`src/rtl/disk_arb_pkg.sv`:
```
// Package: disk_arb_pkg
// Shared types and helpers for the disk arbiter.
//   state_e    - arbiter FSM states (idle / issue / wait / done)
//   RW_*       - per-requester command encodings on iReqRW
//   MaxReq     - largest supported requester count
//   req_idx_t  - requester index, wide enough for MaxReq
//   onehot()   - index to one-hot vector (MaxReq wide; callers size-cast)
package disk_arb_pkg;

  typedef enum logic [1:0] {
    StIdle,
    StIssue,
    StWait,
    StDone
  } state_e;

  localparam logic [1:0] RW_NONE = 2'b00;
  localparam logic [1:0] RW_WR   = 2'b01;
  localparam logic [1:0] RW_RD   = 2'b10;

  localparam int unsigned MaxReq = 8;

  typedef logic [2:0] req_idx_t;

  function automatic logic [MaxReq-1:0] onehot(input req_idx_t idx);
    logic [MaxReq-1:0] oh;
    oh      = '0;
    oh[idx] = 1'b1;
    return oh;
  endfunction

endpackage

```
`src/rtl/disk_arbiter_if.sv`:
```
// Interface: disk_arbiter_if
// Handshake bus between the arbiter and the block-storage backend.
//   lba  - backend sector address, held from issue until completion
//   rd   - 1-cycle read strobe
//   wr   - 1-cycle write strobe
//   done - backend completion pulse
//   err  - backend error, sampled with done
// Modports: master (arbiter side), slave (backend side).
interface disk_arbiter_if #(
  parameter int unsigned BLBAW = 24
) ();

  logic [BLBAW-1:0] lba;
  logic             rd;
  logic             wr;
  logic             done;
  logic             err;

  modport master (
    output lba,
    output rd,
    output wr,
    input  done,
    input  err
  );

  modport slave (
    input  lba,
    input  rd,
    input  wr,
    output done,
    output err
  );

endinterface

```
`src/rtl/rr_picker.sv`:
```
// Module: rr_picker
// Combinational round-robin selector: returns the first pending requester
// strictly after the last granted one, wrapping around.
// Ports:
//   pend  in  NREQ   pending request flags
//   last  in  idx    index of the most recently served requester
//   g     out idx    selected requester (meaningful only when valid)
//   valid out 1      at least one request is pending
module rr_picker
  import disk_arb_pkg::*;
#(
  parameter int unsigned NREQ = 2
) (
  input  logic [NREQ-1:0] pend,
  input  req_idx_t        last,
  output req_idx_t        g,
  output logic            valid
);

  logic [MaxReq-1:0] pend_ext;
  req_idx_t          cand;

  always_comb begin
    pend_ext           = '0;
    pend_ext[NREQ-1:0] = pend;
    cand               = '0;
    g                  = '0;
    valid              = 1'b0;
    // Walk last+1 .. last+NREQ so the previous owner has lowest priority.
    for (int i = 1; i <= int'(NREQ); i++) begin
      cand = req_idx_t'((int'(last) + i) % int'(NREQ));
      if (!valid && pend_ext[cand]) begin
        g     = cand;
        valid = 1'b1;
      end
    end
  end

endmodule

```
`src/rtl/disk_arbiter.sv`:
```
// Module: disk_arbiter
// Shares one block-storage backend between NREQ disk front-ends. Each
// front-end pulses a read or write with a sector LBA; the request is latched
// and served round-robin. The LBA is offset by the requester's image base,
// the backend handshake is run, and a 1-cycle ack (with error flag) returns
// to the owner. All outputs are registered.
// Ports:
//   iClk       in   1            system clock
//   iRst       in   1            asynchronous active-low reset
//   iReqRW     in   2*NREQ       per-requester pulse: 10 read, 01 write
//   iLBA       in   LBAW*NREQ    per-requester sector LBA, sampled with iReqRW
//   iBase      in   BLBAW*NREQ   per-requester image base (sampled in idle)
//   oAckRW     out  NREQ         1-cycle completion pulse to the owner
//   oErr       out  NREQ         error flag, valid with oAckRW
//   oGrant     out  NREQ         one-hot owner, held issue..done
//   oBusy      out  1            arbiter not idle
//   back       master modport    backend bus (lba, rd, wr, done, err)
// Configuration:
//   DISK_ARB_TIMEOUT_EN - when defined, a backend that stays silent for
//   TIMEOUT cycles in the wait state completes the transfer with an error.
module disk_arbiter
  import disk_arb_pkg::*;
#(
  parameter int unsigned NREQ    = 2,
  parameter int unsigned LBAW    = 12,
  parameter int unsigned BLBAW   = 24,
  parameter int unsigned TIMEOUT = 32'd1048576
) (
  input  logic                    iClk,
  input  logic                    iRst,
  input  logic [2*NREQ-1:0]       iReqRW,
  input  logic [LBAW*NREQ-1:0]    iLBA,
  input  logic [BLBAW*NREQ-1:0]   iBase,
  output logic [NREQ-1:0]         oAckRW,
  output logic [NREQ-1:0]         oErr,
  output logic [NREQ-1:0]         oGrant,
  output logic                    oBusy,
  disk_arbiter_if.master          back
);

  if (NREQ < 1 || NREQ > MaxReq) begin : g_bad_nreq
    $error("disk_arbiter: NREQ must be in 1..8");
  end
  if (BLBAW < LBAW) begin : g_bad_blbaw
    $error("disk_arbiter: BLBAW must be >= LBAW");
  end
  if (TIMEOUT < 1) begin : g_bad_timeout
    $error("disk_arbiter: TIMEOUT must be >= 1");
  end

  state_e                  state_q, state_d;
  logic [NREQ-1:0]         pend_q, pend_d;
  logic [NREQ-1:0]         dir_q, dir_d;      // 1 = read
  logic [LBAW*NREQ-1:0]    lba_q, lba_d;
  req_idx_t                g_q, g_d;
  req_idx_t                last_q, last_d;
  logic [NREQ-1:0]         grant_q, grant_d;
  logic [NREQ-1:0]         ack_q, ack_d;
  logic [NREQ-1:0]         err_q, err_d;
  logic                    busy_q, busy_d;
  logic [BLBAW-1:0]        back_lba_q, back_lba_d;
  logic                    back_rd_q, back_rd_d;
  logic                    back_wr_q, back_wr_d;

  req_idx_t                pick_g;
  logic                    pick_valid;
  logic [BLBAW-1:0]        sel_base;
  logic [LBAW-1:0]         sel_lba;
  logic                    sel_dir;
  logic                    done_hit;
  logic                    tmo_hit;

  rr_picker #(
    .NREQ (NREQ)
  ) u_rr_picker (
    .pend  (pend_q),
    .last  (last_q),
    .g     (pick_g),
    .valid (pick_valid)
  );

  assign done_hit = (state_q == StWait) && back.done;

`ifdef DISK_ARB_TIMEOUT_EN
  localparam int unsigned CntW = $clog2(TIMEOUT + 1);
  logic [CntW-1:0] cnt_q;

  // Held at zero outside the wait state, so it restarts on every wait entry.
  always_ff @(posedge iClk or negedge iRst) begin
    if (!iRst) begin
      cnt_q <= '0;
    end else if (state_q != StWait) begin
      cnt_q <= '0;
    end else begin
      cnt_q <= cnt_q + 1'b1;
    end
  end

  assign tmo_hit = (state_q == StWait) && !back.done && (cnt_q == CntW'(TIMEOUT - 1));
`else
  assign tmo_hit = 1'b0;
`endif

  // Request capture. A requester being acked this cycle may re-request.
  always_comb begin
    pend_d = pend_q;
    dir_d  = dir_q;
    lba_d  = lba_q;
    for (int k = 0; k < int'(NREQ); k++) begin
      logic [1:0] rw;
      logic       is_req;
      rw     = iReqRW[2*k +: 2];
      is_req = (rw == RW_RD) || (rw == RW_WR);
      if (ack_q[k]) begin
        pend_d[k] = 1'b0;
      end
      if (is_req && (!pend_q[k] || ack_q[k])) begin
        pend_d[k]              = 1'b1;
        dir_d[k]               = (rw == RW_RD);
        lba_d[k*LBAW +: LBAW]  = iLBA[k*LBAW +: LBAW];
      end
    end
  end

  // Operand muxes: base/LBA follow the candidate, direction follows the owner.
  always_comb begin
    sel_base = '0;
    sel_lba  = '0;
    sel_dir  = 1'b0;
    for (int k = 0; k < int'(NREQ); k++) begin
      if (pick_g == req_idx_t'(k)) begin
        sel_base = iBase[k*BLBAW +: BLBAW];
        sel_lba  = lba_q[k*LBAW +: LBAW];
      end
      if (g_q == req_idx_t'(k)) begin
        sel_dir = dir_q[k];
      end
    end
  end

  // FSM state register.
  always_ff @(posedge iClk or negedge iRst) begin
    if (!iRst) begin
      state_q <= StIdle;
    end else begin
      state_q <= state_d;
    end
  end

  // FSM next state.
  always_comb begin
    state_d = state_q;
    unique case (state_q)
      StIdle:  if (pick_valid) state_d = StIssue;
      StIssue: state_d = StWait;
      StWait:  if (done_hit || tmo_hit) state_d = StDone;
      StDone:  state_d = StIdle;
      default: state_d = StIdle;
    endcase
  end

  // FSM outputs, computed one cycle ahead and registered below.
  always_comb begin
    g_d        = g_q;
    last_d     = last_q;
    grant_d    = grant_q;
    back_lba_d = back_lba_q;
    back_rd_d  = 1'b0;
    back_wr_d  = 1'b0;
    ack_d      = '0;
    err_d      = '0;
    busy_d     = (state_d != StIdle);
    unique case (state_q)
      StIdle: begin
        if (pick_valid) begin
          g_d        = pick_g;
          grant_d    = NREQ'(onehot(pick_g));
          back_lba_d = sel_base + BLBAW'(sel_lba);
        end
      end
      StIssue: begin
        back_rd_d = sel_dir;
        back_wr_d = ~sel_dir;
      end
      StWait: begin
        if (done_hit || tmo_hit) begin
          ack_d = NREQ'(onehot(g_q));
          err_d = (tmo_hit || back.err) ? NREQ'(onehot(g_q)) : '0;
        end
      end
      StDone: begin
        last_d  = g_q;
        grant_d = '0;
      end
      default: ;
    endcase
  end

  always_ff @(posedge iClk or negedge iRst) begin
    if (!iRst) begin
      pend_q     <= '0;
      dir_q      <= '0;
      lba_q      <= '0;
      g_q        <= '0;
      last_q     <= req_idx_t'(NREQ - 1);
      grant_q    <= '0;
      ack_q      <= '0;
      err_q      <= '0;
      busy_q     <= 1'b0;
      back_lba_q <= '0;
      back_rd_q  <= 1'b0;
      back_wr_q  <= 1'b0;
    end else begin
      pend_q     <= pend_d;
      dir_q      <= dir_d;
      lba_q      <= lba_d;
      g_q        <= g_d;
      last_q     <= last_d;
      grant_q    <= grant_d;
      ack_q      <= ack_d;
      err_q      <= err_d;
      busy_q     <= busy_d;
      back_lba_q <= back_lba_d;
      back_rd_q  <= back_rd_d;
      back_wr_q  <= back_wr_d;
    end
  end

  assign oAckRW   = ack_q;
  assign oErr     = err_q;
  assign oGrant   = grant_q;
  assign oBusy    = busy_q;
  assign back.lba = back_lba_q;
  assign back.rd  = back_rd_q;
  assign back.wr  = back_wr_q;

endmodule

```
`src/flat_wrapper.sv`:
```
// flat-port wrapper written by rule: the top's interface ports become plain ports
module disk_arbiter_flat import disk_arb_pkg::*;
#(
  parameter int unsigned NREQ    = 2,
  parameter int unsigned LBAW    = 12,
  parameter int unsigned BLBAW   = 24,
  parameter int unsigned TIMEOUT = 32'd1048576
)
  (iClk, iRst, iReqRW, iLBA, iBase, oAckRW, oErr, oGrant, oBusy, back_lba, back_rd, back_wr, back_done, back_err);
  disk_arbiter_if #(.BLBAW(BLBAW)) back_i ();
  input  logic iClk;
  input  logic iRst;
  input  logic [2*NREQ-1:0] iReqRW;
  input  logic [LBAW*NREQ-1:0] iLBA;
  input  logic [BLBAW*NREQ-1:0] iBase;
  output logic [NREQ-1:0] oAckRW;
  output logic [NREQ-1:0] oErr;
  output logic [NREQ-1:0] oGrant;
  output logic oBusy;
  output wire logic [$bits(back_i.lba)-1:0] back_lba;
  output wire logic [$bits(back_i.rd)-1:0] back_rd;
  output wire logic [$bits(back_i.wr)-1:0] back_wr;
  input wire logic [$bits(back_i.done)-1:0] back_done;
  input wire logic [$bits(back_i.err)-1:0] back_err;
  assign back_lba = back_i.lba;
  assign back_rd = back_i.rd;
  assign back_wr = back_i.wr;
  assign back_i.done = back_done;
  assign back_i.err = back_err;
  disk_arbiter #(.NREQ(NREQ), .LBAW(LBAW), .BLBAW(BLBAW), .TIMEOUT(TIMEOUT)) u_core (.iClk(iClk), .iRst(iRst), .iReqRW(iReqRW), .iLBA(iLBA), .iBase(iBase), .oAckRW(oAckRW), .oErr(oErr), .oGrant(oGrant), .oBusy(oBusy), .back(back_i));
endmodule
```
`config.mk`:
```
export PLATFORM = sky130hd
export DESIGN_NAME = disk_arbiter_flat
export DESIGN_NICKNAME = d
export VERILOG_FILES = /design/src/rtl/disk_arb_pkg.sv /design/src/rtl/disk_arbiter_if.sv /design/src/rtl/rr_picker.sv /design/src/rtl/disk_arbiter.sv /design/src/flat_wrapper.sv
export SDC_FILE = /design/constraint.sdc
export NUM_CORES = 1
export LEC_CHECK = 0
export CORE_AREA = 3 3 101 103
export DETAILED_ROUTE_END_ITERATION = 16
export DIE_AREA = 0 0 104 106
export DONT_BUFFER_PORTS = 1
export HOLD_SLACK_MARGIN = 0.02
export PLACE_DENSITY = 0.64
export SYNTH_ARGS = -nofsm -noshare
export SYNTH_HDL_FRONTEND = slang
export SYNTH_SLANG_ARGS = --single-unit
```
`constraint.sdc`:
```
create_clock -name iClk -period 6.8 [get_ports iClk]
set_input_delay 1.02 -clock iClk [delete_from_list [all_inputs] [get_ports iClk]]
set_output_delay 1.02 -clock iClk [all_outputs]
set_load 0.05 [all_outputs]
```
==> run metrics <==
number of global-route vias before repair 2790; Hold WC Path Type in -> async; Worst EP required 7.00 ns; drt wl/cell ~18 µm; CP max-delay cell a21boi_4; Die Width 104 µm; Max Cap Viol 0; Placer Congestion 0.774; worst setup path class reg -> reg; drt drc 0; Worst setup SP type flop; row cnt 35; Netlist Area Pre-Place 3710 µm²; most frequent cells in the layout 64 x dfrtp_1, 54 x mux2_2, 40 x nand2_1; Critical Path, Cell by Cell a21boi_4 > buf_4 > mux2_2 > ha_1 > nor2_1 > a21oi_1 > o211ai_1 > a21oi_1 > nand2_1 > xnor2_1 > o21ai_0; Yosys top cell area share 0.432; fin cells 488; Setup Viol. Count Final 0; die span in y 106 µm; metal2 WL approximately 4.1 mm; WHS 0.361 ns; input/output buffers 0; DRT iter0 DRCs between 100 and 150; post-route ant nets 0; DR pass1 iterations 4; Place WS 3.30 ns; CTS Hold Bufs 0; share of layout cells above drive strength 1 0.223; synth-to-layout area growth 9.35%; n_diodes 0; die area between 10000 and 15000 µm²; Slew @ Worst Pin 0.801 ns; drt via density between 5 and 6; cell repeated most along the worst path a21oi_1; CTS H-Tree Depth 3; first-pass GRT wire length between 10 and 15 mm; worst skew pair latency 0.35 ns; Post-synth EDFFs 0; M1 WL 3.77 mm; RSZ-0062 raised after global routing false; Peak Freq 0.283 GHz; Highest Signal Layer met4; Area after DPL 3860 µm²; Seq cells post-synth 65; Syn Inst Count 351; final setup TNS 0 ns; total gr overflow 0; Final Total Pwr 2.54 mW; Final Worst Setup Slack 3.26 ns; TritonCTS Buffers 9; Cells after DPL 472; sequential element share of the synthesized area 0.439; CTS Buffer Depth 2; Netlist cell types 42; Core ar. a little over 9000 µm²; synth top area cells dfrtp_1 43%, mux2_2 16%, ha_1 6.1%, o21ai_0 4.5%, nand2_1 4.1%; CP arrival 3.74 ns; clock slew at reported path FFs 0.08 ns; crit-path max FO 25; Starting Density 0.399; Post-CTS Setup Bufs 0; clock period minus worst slack around 3.5 ns; Final #Nets around 450; # resized after CTS 0; peak supply drop around 0.26 mV; slew margin rel. 0.465; CP max stage delay ~0.68 ns; Hold Fails Final Rpt 0; outcome complete, no violations; DRT Wirelength ~8.6 mm; Async SR Flop Fraction 1.00; TritonCTS clock tree built; design area around 4100 µm²; Tot GR Track Use 0.163; initial antenna violation count 0; Core Util, Final 0.437; Worst R2R Setup Slack between 3 and 4 ns; Setup Skew 0.0152 ns; Syn Nets 450; Static Leak 1.80 nW; largest net degree at the start of global routing 66; Crit. End Element flop; clock sinks 65; # IOs approximately 110; Synth warnings 0; met3 wire len 626 µm; Post-Syn Area per Cell between 10 and 15 µm²; prevailing post-synth register cell dfrtp_1; most common cell after layout, fill and taps aside dfrtp_1; Power Dens Cells 626 nW/µm²; CTS root buf clkbuf_8; routed vias 2571; final worst-path cycle share 0.521; post-DP HPWL 6.43 mm; largest area contributor in the netlist dfrtp_1; final slew viol count 0
state kept, by name, indices dropped and copies added (netlist names):
signal           flops
u_core.back.lba     24
u_core.back.rd       1
u_core.back.wr       1
u_core.dir_q         2
u_core.g_q           1
u_core.last_q        1
u_core.lba_q        24
u_core.oAckRW        2
u_core.oBusy         1
u_core.oErr          2
u_core.oGrant        2
u_core.pend_q        2
u_core.state_q       2
worst paths after layout:
| path | startpoint | endpoint | cells after the start |
|---|---|---|---|
| max | u_core.pend_q[0]$_DFFE_PN0P_ | u_core.back.lba[23]$_DFFE_PN0P_ | 11 |
| min | iRst | u_core.lba_q[2]$_DFFE_PN0P_ | 0 |
| max reg2reg | u_core.pend_q[0]$_DFFE_PN0P_ | u_core.back.lba[23]$_DFFE_PN0P_ | 11 |
| min reg2reg | u_core.lba_q[5]$_DFFE_PN0P_ | u_core.lba_q[5]$_DFFE_PN0P_ | 1 |
| max in group asynchronous | iRst | u_core.last_q[0]$_DFFE_PN1P_ | 0 |
| min in group iClk | u_core.lba_q[5]$_DFFE_PN0P_ | u_core.lba_q[5]$_DFFE_PN0P_ | 1 |
Yosys cell counts, types with 2 or more instances:
master    count
ha_1         18
nor2b_1       5
inv_1        13
dfrtp_1      64
a21o_1        4
mux2i_1      11
nand3_1       6
mux2_2       54
xor2_1       14
and2_1        4
nor3_1        4
nand2_1      40
xnor2_1       7
clkbuf_1      7
o21ai_0      33
a22oi_1       2
buf_2         3
nor2_1       12
o21ai_1       3
and3_1        4
a21oi_1      20
o211ai_1      3
layer usage:
layer | GRT usage | up-vias
li1 | - | 1237
met1 | 0.204 | 1223
met2 | 0.266 | 99
met3 | 0.0528 | 12
met4 | 0.0579 | 0
met5 | 0 | -
logic make-up (layout without fill, tap and decap cells):
| kind of cell | count (synthesis) | in the layout | share of synthesized area |
|---|---|---|---|
| xor+xnor | 21 | 21 | 0.0496 |
| simple gates | 83 | 83 | 0.109 |
| fa+ha+maj | 19 | 19 | 0.0662 |
| buf+inv | 25 | 33 | 0.0294 |
| mux | 65 | 65 | 0.194 |
| compound gates | 73 | 73 | 0.113 |
| flops | 65 | 65 | 0.439 |
worst max-delay path, delay by kind of cell, from the launching register on:
family / cells / cell delay (ns)
buffers and inverters: 1 / 0.45
adders and majority gates: 1 / 0.36
muxes: 1 / 0.38
xor gates and xnor gates: 1 / 0.16
DFF: 1 / 0.47
AOI/OAI and AO/OA: 5 / 1.37
and+or+nand+nor: 2 / 0.20
area by class of cell:
type | count | area, µm²
inverters | 13 | 48.8
well taps | 129 | 161
repair buffers | 4 | 30.0
clock inverters | 6 | 68.8
flip-flops and latches | 65 | 1630
multi-input cells | 261 | 1990
clock buffers | 10 | 128
fillers | 932 | 5230
power breakdown:
| part | internal (mW) | total [mW] | leakage (nW) | switching [mW] |
|---|---|---|---|---|
| combinational | 0.563 | 1.22 | 0.916 | 0.653 |
| sequential | 0.568 | 0.989 | 0.791 | 0.421 |
| clock | 0.171 | 0.332 | 0.0968 | 0.161 |
No activity file was read; power rests on OpenSTA's default activity.
